===== src/rtl/tt_um_franco_mezzarapa.sv =====
// ---------------------------------------------------------------------------
// tt_um_franco_mezzarapa
// Serial XOR cipher tile. A KEY_SIZE-bit key and a MSG_SIZE-bit message are
// shifted in MSB first. Every KEY_SIZE-bit chunk of the message is XORed with
// the key, and the ciphertext is streamed out MSB first with a valid flag.
//
// Ports
//   clk      system clock, rising edge
//   rst_n    asynchronous active-low reset
//   ena      tile enable (ignored, block is always active)
//   ui_in    [0] serial data in, [1] key load enable, [2] message load enable
//   uo_out   [0] serial ciphertext, [1] output valid, [2] encrypt status
//   uio_in   unused
//   uio_out  tied to 0
//   uio_oe   tied to 0 (all bidirectional pins are inputs)
// ---------------------------------------------------------------------------
module tt_um_franco_mezzarapa #(
    parameter int MSG_SIZE = 128,
    parameter int KEY_SIZE = 8
) (
    input  logic       clk,
    input  logic       rst_n,
    input  logic       ena,
    input  logic [7:0] ui_in,
    output logic [7:0] uo_out,
    input  logic [7:0] uio_in,
    output logic [7:0] uio_out,
    output logic [7:0] uio_oe
);

    localparam int CW = $clog2(MSG_SIZE) + 1;

    typedef enum logic [1:0] {IDLE, ENCRYPT, TX} state_t;

    state_t              state_q,   state_d;
    logic [KEY_SIZE-1:0] key_q,     key_d;
    logic [MSG_SIZE-1:0] msg_q,     msg_d;
    logic [MSG_SIZE-1:0] ct_q,      ct_d;
    logic [CW-1:0]       msg_cnt_q, msg_cnt_d;
    logic [CW-1:0]       tx_cnt_q,  tx_cnt_d;
    logic                valid_q,   valid_d;
    logic                enc_q,     enc_d;

    logic unused_ok;
    assign unused_ok = ^{ena, uio_in, ui_in[7:3]};

    always_comb begin
        state_d   = state_q;
        key_d     = key_q;
        msg_d     = msg_q;
        ct_d      = ct_q;
        msg_cnt_d = msg_cnt_q;
        tx_cnt_d  = tx_cnt_q;
        valid_d   = valid_q;
        enc_d     = enc_q;

        case (state_q)
            IDLE: begin
                if (ui_in[1]) begin
                    // Key load wins over message load; a longer burst keeps the last bits.
                    key_d = {key_q[KEY_SIZE-2:0], ui_in[0]};
                end else if (ui_in[2]) begin
                    msg_d = {msg_q[MSG_SIZE-2:0], ui_in[0]};
                    if (msg_cnt_q == CW'(MSG_SIZE - 1)) begin
                        msg_cnt_d = '0;
                        state_d   = ENCRYPT;
                        enc_d     = 1'b1;
                    end else begin
                        msg_cnt_d = msg_cnt_q + CW'(1);
                    end
                end else begin
                    // Message must arrive as one contiguous burst.
                    msg_cnt_d = '0;
                end
            end
            ENCRYPT: begin
                for (int i = 0; i < MSG_SIZE / KEY_SIZE; i++)
                    ct_d[i*KEY_SIZE +: KEY_SIZE] = msg_q[i*KEY_SIZE +: KEY_SIZE] ^ key_q;
                state_d  = TX;
                tx_cnt_d = '0;
                enc_d    = 1'b0;
                valid_d  = 1'b1;
            end
            TX: begin
                // Zero fill: once all bits are out the register is clear, so the
                // serial output reads 0 whenever no stream is active.
                ct_d = {ct_q[MSG_SIZE-2:0], 1'b0};
                if (tx_cnt_q == CW'(MSG_SIZE - 1)) begin
                    tx_cnt_d = '0;
                    state_d  = IDLE;
                    valid_d  = 1'b0;
                end else begin
                    tx_cnt_d = tx_cnt_q + CW'(1);
                end
            end
            default: begin
                state_d = IDLE;
                valid_d = 1'b0;
                enc_d   = 1'b0;
            end
        endcase
    end

    always_ff @(posedge clk or negedge rst_n) begin
        if (!rst_n) begin
            state_q   <= IDLE;
            key_q     <= '0;
            msg_q     <= '0;
            ct_q      <= '0;
            msg_cnt_q <= '0;
            tx_cnt_q  <= '0;
            valid_q   <= 1'b0;
            enc_q     <= 1'b0;
        end else begin
            state_q   <= state_d;
            key_q     <= key_d;
            msg_q     <= msg_d;
            ct_q      <= ct_d;
            msg_cnt_q <= msg_cnt_d;
            tx_cnt_q  <= tx_cnt_d;
            valid_q   <= valid_d;
            enc_q     <= enc_d;
        end
    end

    // Every output bit comes straight from a flop.
    assign uo_out  = {5'b0, enc_q, valid_q, ct_q[MSG_SIZE-1]};
    assign uio_out = 8'h00;
    assign uio_oe  = 8'h00;

endmodule


===== config.mk =====
export PLATFORM = sky130hd
export DESIGN_NAME = tt_um_franco_mezzarapa
export DESIGN_NICKNAME = d
export VERILOG_FILES = /design/src/rtl/tt_um_franco_mezzarapa.sv
export SDC_FILE = /design/constraint.sdc
export NUM_CORES = 1
export LEC_CHECK = 0
export ABC_AREA = 1
export CAP_MARGIN = 10
export CORE_MARGIN = 4
export CORE_UTILIZATION = 30
export CTS_BUF_LIST = sky130_fd_sc_hd__clkbuf_8
export CTS_CLUSTER_DIAMETER = 40
export DETAILED_ROUTE_END_ITERATION = 7
export GPL_TIMING_DRIVEN = 0
export HOLD_SLACK_MARGIN = 0.03
export PLACE_DENSITY_LB_ADDON = 0.1
export REMOVE_ABC_BUFFERS = 1
export SYNTH_ARGS = -nofsm -noshare
export SYNTH_HDL_FRONTEND = slang
export SYNTH_SLANG_ARGS = --single-unit

===== constraint.sdc =====
create_clock -name clk -period 1.7 [get_ports clk]
set_input_delay 0.255 -clock clk [delete_from_list [all_inputs] [get_ports clk]]
set_output_delay 0.255 -clock clk [all_outputs]
set_load 0.1 [all_outputs]

==> impl_summary.md <==
Drt
The final routed DRC violation total is 0. The total via count in the routed design is 11000. The number of violations reported at the end of detailed-routing iteration 0 is 647. Wires add up to 42100 um. The mean routed wirelength per cell is 18.7 um. The detailed-routing iteration count for the pre-antenna-repair pass is 5.

In this run the remaining antenna-violating nets after routing total 0. The average vias per placed instance is 4.89.

Synth
For this run, asynchronously set or reset flops after synthesis account for 100%. The register bit total from synthesis is 284. In this run the cell area of the synthesized design comes to 13000 um^2.

The post-synthesis instance total is 1584. In the synthesized netlist, the cells that appear most often are nand2_1 (429), a21oi_1 (384), dfrtp_1 (284). Sequential cells were found to cover 54.6% of the synthesized design area. Summed over all instances, the cell type with the most area after synthesis is dfrtp_1. For this run, the number of Yosys warnings is 0. The share of the synthesized area in the top cell type is 54.6%. After synthesis, the cell types taking the most area are dfrtp_1 (55%), a21oi_1 (15%), nand2_1 (12%), o21ai_0 (5.1%), nor2_1 (4.1%). The dominant synthesized flop cell is dfrtp_1. The average instance in the mapped netlist occupies 8.21 um^2. The number of flops mapped to enable cells by yosys is 0. The number of different library cells used by synthesis comes to 28.

In the post-synthesis netlist, the cell with the most instances is nand2_1.

Setup path
Counting buffers and inverters, the worst setup path is 11 cells deep. The data arrival time of the worst path is 2190 ps. Traced cell by cell, the critical path runs through inv_2, ha_4, inv_4, nor2_4, clkbuf_16, buf_16, buf_16, inv_16, buf_16, nand2_1, o21ai_0. The element type at the critical path start is a register. STA puts the critical path data required time at 2200 ps.

Of all nets on the critical path, the largest fanout is 13. Counting stages on the worst path, the most repeated cell is buf_16. The number of buffers and inverters on the critical path is 7. The worst reg-to-reg path cell count is 11. The worst register-to-register path ends at msg_q[0]$_DFFE_PN0P_. In this run the register-to-register setup slack is 10 ps. The cell with the biggest individual delay on the critical path is dfrtp_1.

The kind of cell with the highest combined delay along the critical path is buffers and inverters. The capturing element type of the critical path is a register. The startpoint identified for the worst register-to-register timing path is state_q[1]$_DFFE_PN0P_.

The peak per-stage delay on the critical path is 380 ps. The critical path in this run is classified as reg2reg.

Power and ir drop
The net switching power figure is 4.70 mW. The clock network accounts for 46.3% of the total power. The worst vdd rail ir drop is 0.645 mV. In this run the static leakage power is 8.00 nW. The power per unit of standard cell area is 1010 nW/um^2. The internal power of the cells totals 11.8 mW.

The combinational share of power is 8.4%. The overall power of the completed layout is 16.5 mW. The part of the total power dissipated in sequential elements is 45.3%. Net switching is 28.5% of the power.

Hold path
The cell depth of the worst min-delay path is 3. The start point of the worst min-delay path is ui_in[0]. The type of the worst min-delay path is in2reg. The worst hold path terminates at msg_q[0]$_DFFE_PN0P_.

STA
The final setup violation count is 0. The number of hold violations in the final report came to 0. Subtracting the final worst setup slack from the clock period gives 1690 ps. For the pin with the worst max-slew slack, the measured transition is 897 ps.

Across all hold checks on the routed design, the worst slack comes to 254 ps. The number of slew-limit violations in the final report was 0. The setup clock skew after layout is 32.6 ps. Headroom to the max-slew limit came out at 40.2%. The post-route clock period utilization is 99.4%. Setup repair after global routing could not meet its margin everywhere. The achievable frequency is 592 MHz.

Global route
The total overflow left after global routing is 0. The pin count of the biggest net entering global routing is 108. The global routing usage summed across all routing layers is 17.4%. The initial antenna violation count came to 0. The via count of the first global-routing pass is 10700. The first global-routing pass estimated 63900 um of wire.

Clock tree
Clock-pin slew was measured on the worst setup and hold paths at 60 ps. Clock tree synthesis found a total of 284 sinks. The maximum buffer depth of the clock tree is 3. TritonCTS created 59 clock buffers. The H-tree generated during clock tree synthesis spans 2 levels. CTS placed an instance of clkbuf_8 at the clock tree root. TritonCTS built the clock tree. The later pin in the worst-skew pair is clocked with a latency of 650 ps.

Floorplan
The area of the core is 43000 um^2. The die outline height is 216 um. The floorplan die width is 216 um. The number of core rows is 76. During I/O placement, the number of pins put on the boundary was 43.

The floorplan step defined a die boundary enclosing 46800 um^2. The initial standard-cell utilization of the core is 30.3%.

Final layout
The count of cells in the finished layout, fillers not included, comes to 2249. The filler cells instantiated in the layout total 4465. In the final layout, flip-flops and latches occupy 7110 um^2. The area growth from synthesis to layout is 25.4%.

The final cell utilization of the core is 38.0%. The multi-input combinational cell area is 5380 um^2. 0 antenna diodes ended up in the layout.

The final layout contains 1639 nets. The share of layout cells above drive strength 1 is 14.4%.

Placed design
Port buffering added 7 buffers. After detailed placement, the design holds a cell count of 2071. The HPWL after detailed placement is 16700 um. Routability-driven placement finished with a final weighted congestion of 0.703.

Job
The total of max-cap violations is 0.

Status
The run finished with clean final reports.
cell type report:
type / instances / share of cell area, %
Clock buffer: 71 / 5.99
Clock inverter: 39 / 1.70
Inverter: 24 / 0.767
Multi-Input combinational cell: 1156 / 32.9
Sequential cell: 284 / 43.6
Tap cell: 585 / 4.49
Timing Repair Buffer: 86 / 10.3
Timing Repair inverter: 4 / 0.230
power by group through the flow:
stage	sequential, mW	clock (mW)	combinational (mW)
2_1_floorplan	7.29	0	0.729
3_3_place_gp	7.65	0	1.02
3_5_place_dp	7.57	0	1.21
4_1_cts	7.45	7.91	1.36
5_1_grt	7.51	8.25	1.53
6_report	7.46	7.64	1.39
per-stage QoR:
step | setup WS [ps] | TNS (ps) | instance area [um^2]
2_1_floorplan | -4280 | -774220 | 12400
3_3_place_gp | -13540 | -5629830 | 13200
3_5_place_dp | -1390 | -252620 | 13600
4_1_cts | -13.9 | -24.7 | 15800
5_1_grt | -75.0 | -4860 | 16300
6_report | 10.3 | 0 | 16300
registers in the layout, summed over array words and instances (netlist names):
register,count
enc_q,1
valid_q,1
msg_q,128
key_q,8
ct_q,128
state_q,2
tx_cnt_q,8
msg_cnt_q,8
metal layers:
| metal | vias up | wire length, um | share of wire, % | global-route usage (%) |
|---|---|---|---|---|
| li1 | 5328 | - | - | - |
| met1 | 5420 | 20500 | 49 | 24.6 |
| met2 | 182 | 19200 | 46 | 27.9 |
| met3 | 71 | 1540 | 3.6 | 3.24 |
| met4 | 0 | 878 | 2.1 | 4.18 |
| met5 | - | 0 | 0 | 0 |
how the worst max path moves through the flow:
stage / startpoint / slack [ps] / end
6_report: state_q[1]$_DFFE_PN0P_ / 10 / msg_q[0]$_DFFE_PN0P_
5_1_grt: state_q[1]$_DFFE_PN0P_ / -80 / msg_q[92]$_DFFE_PN0P_
4_1_cts: state_q[1]$_DFFE_PN0P_ / -10 / ct_q[51]$_DFFE_PN0P_
3_5_place_dp: ui_in[1] / -1390 / msg_cnt_q[2]$_DFFE_PN0P_
3_3_place_gp: rst_n / -13540 / msg_q[11]$_DFFE_PN0P_
2_1_floorplan: state_q[0]$_DFFE_PN0P_ / -4280 / state_q[0]$_DFFE_PN0P_
cell usage in the layout (no fill, tap or decap), types with 2 or more instances in the layout:
cell,netlist,final
o21ai_1,3,43
nand2_1,429,423
clkinv_2,0,8
clkinvlp_4,0,3
o21ai_0,132,92
o22ai_1,3,3
nand3_1,12,11
buf_6,0,10
nor3_1,3,3
a21oi_1,384,349
inv_2,3,2
bufinv_16,0,4
inv_16,0,2
nor2_1,141,139
mux2_2,5,5
xor2_1,3,3
ha_4,0,2
ha_1,5,3
a21oi_4,0,2
buf_16,0,31
conb_1,1,21
dfrtp_1,284,278
inv_1,21,42
buf_4,39,21
bufbuf_16,0,5
clkbuf_16,0,11
nor2_2,0,3
inv_6,0,4
dfrtp_2,0,6
nand4_1,5,5
a21oi_2,1,34
clkbuf_8,0,71
nand2_2,0,6
clkdlybuf4s50_1,0,3
buf_12,0,3
tightest hold or removal path, delay by kind of cell:
family / cells / cell delay (ps)
buffers and inverters: 2 / 490
AO/OA/AOI/OAI: 1 / 90
what timing repair did:
item	CTS	global route
hold endpoints to repair	105	0
hold buffers	1	0
resized for setup	48	95
endpoints found under the setup margin	275	227
pin swaps	3	33
gates cloned	26	12
buffers inserted	23	7
cell families after synthesis:
family	count (synthesis)	synth area share, %
AND/OR/NAND/NOR	594	17.5
buffers and inverters	165	6.29
multiplexers	5	0.433
other	1	0.0288
flip-flops	284	54.6
XOR/XNOR	4	0.269
adder cells (fa/ha/maj)	5	0.481
AO/OA/AOI/OAI	526	20.4
Power figures use the tool's default switching activity.
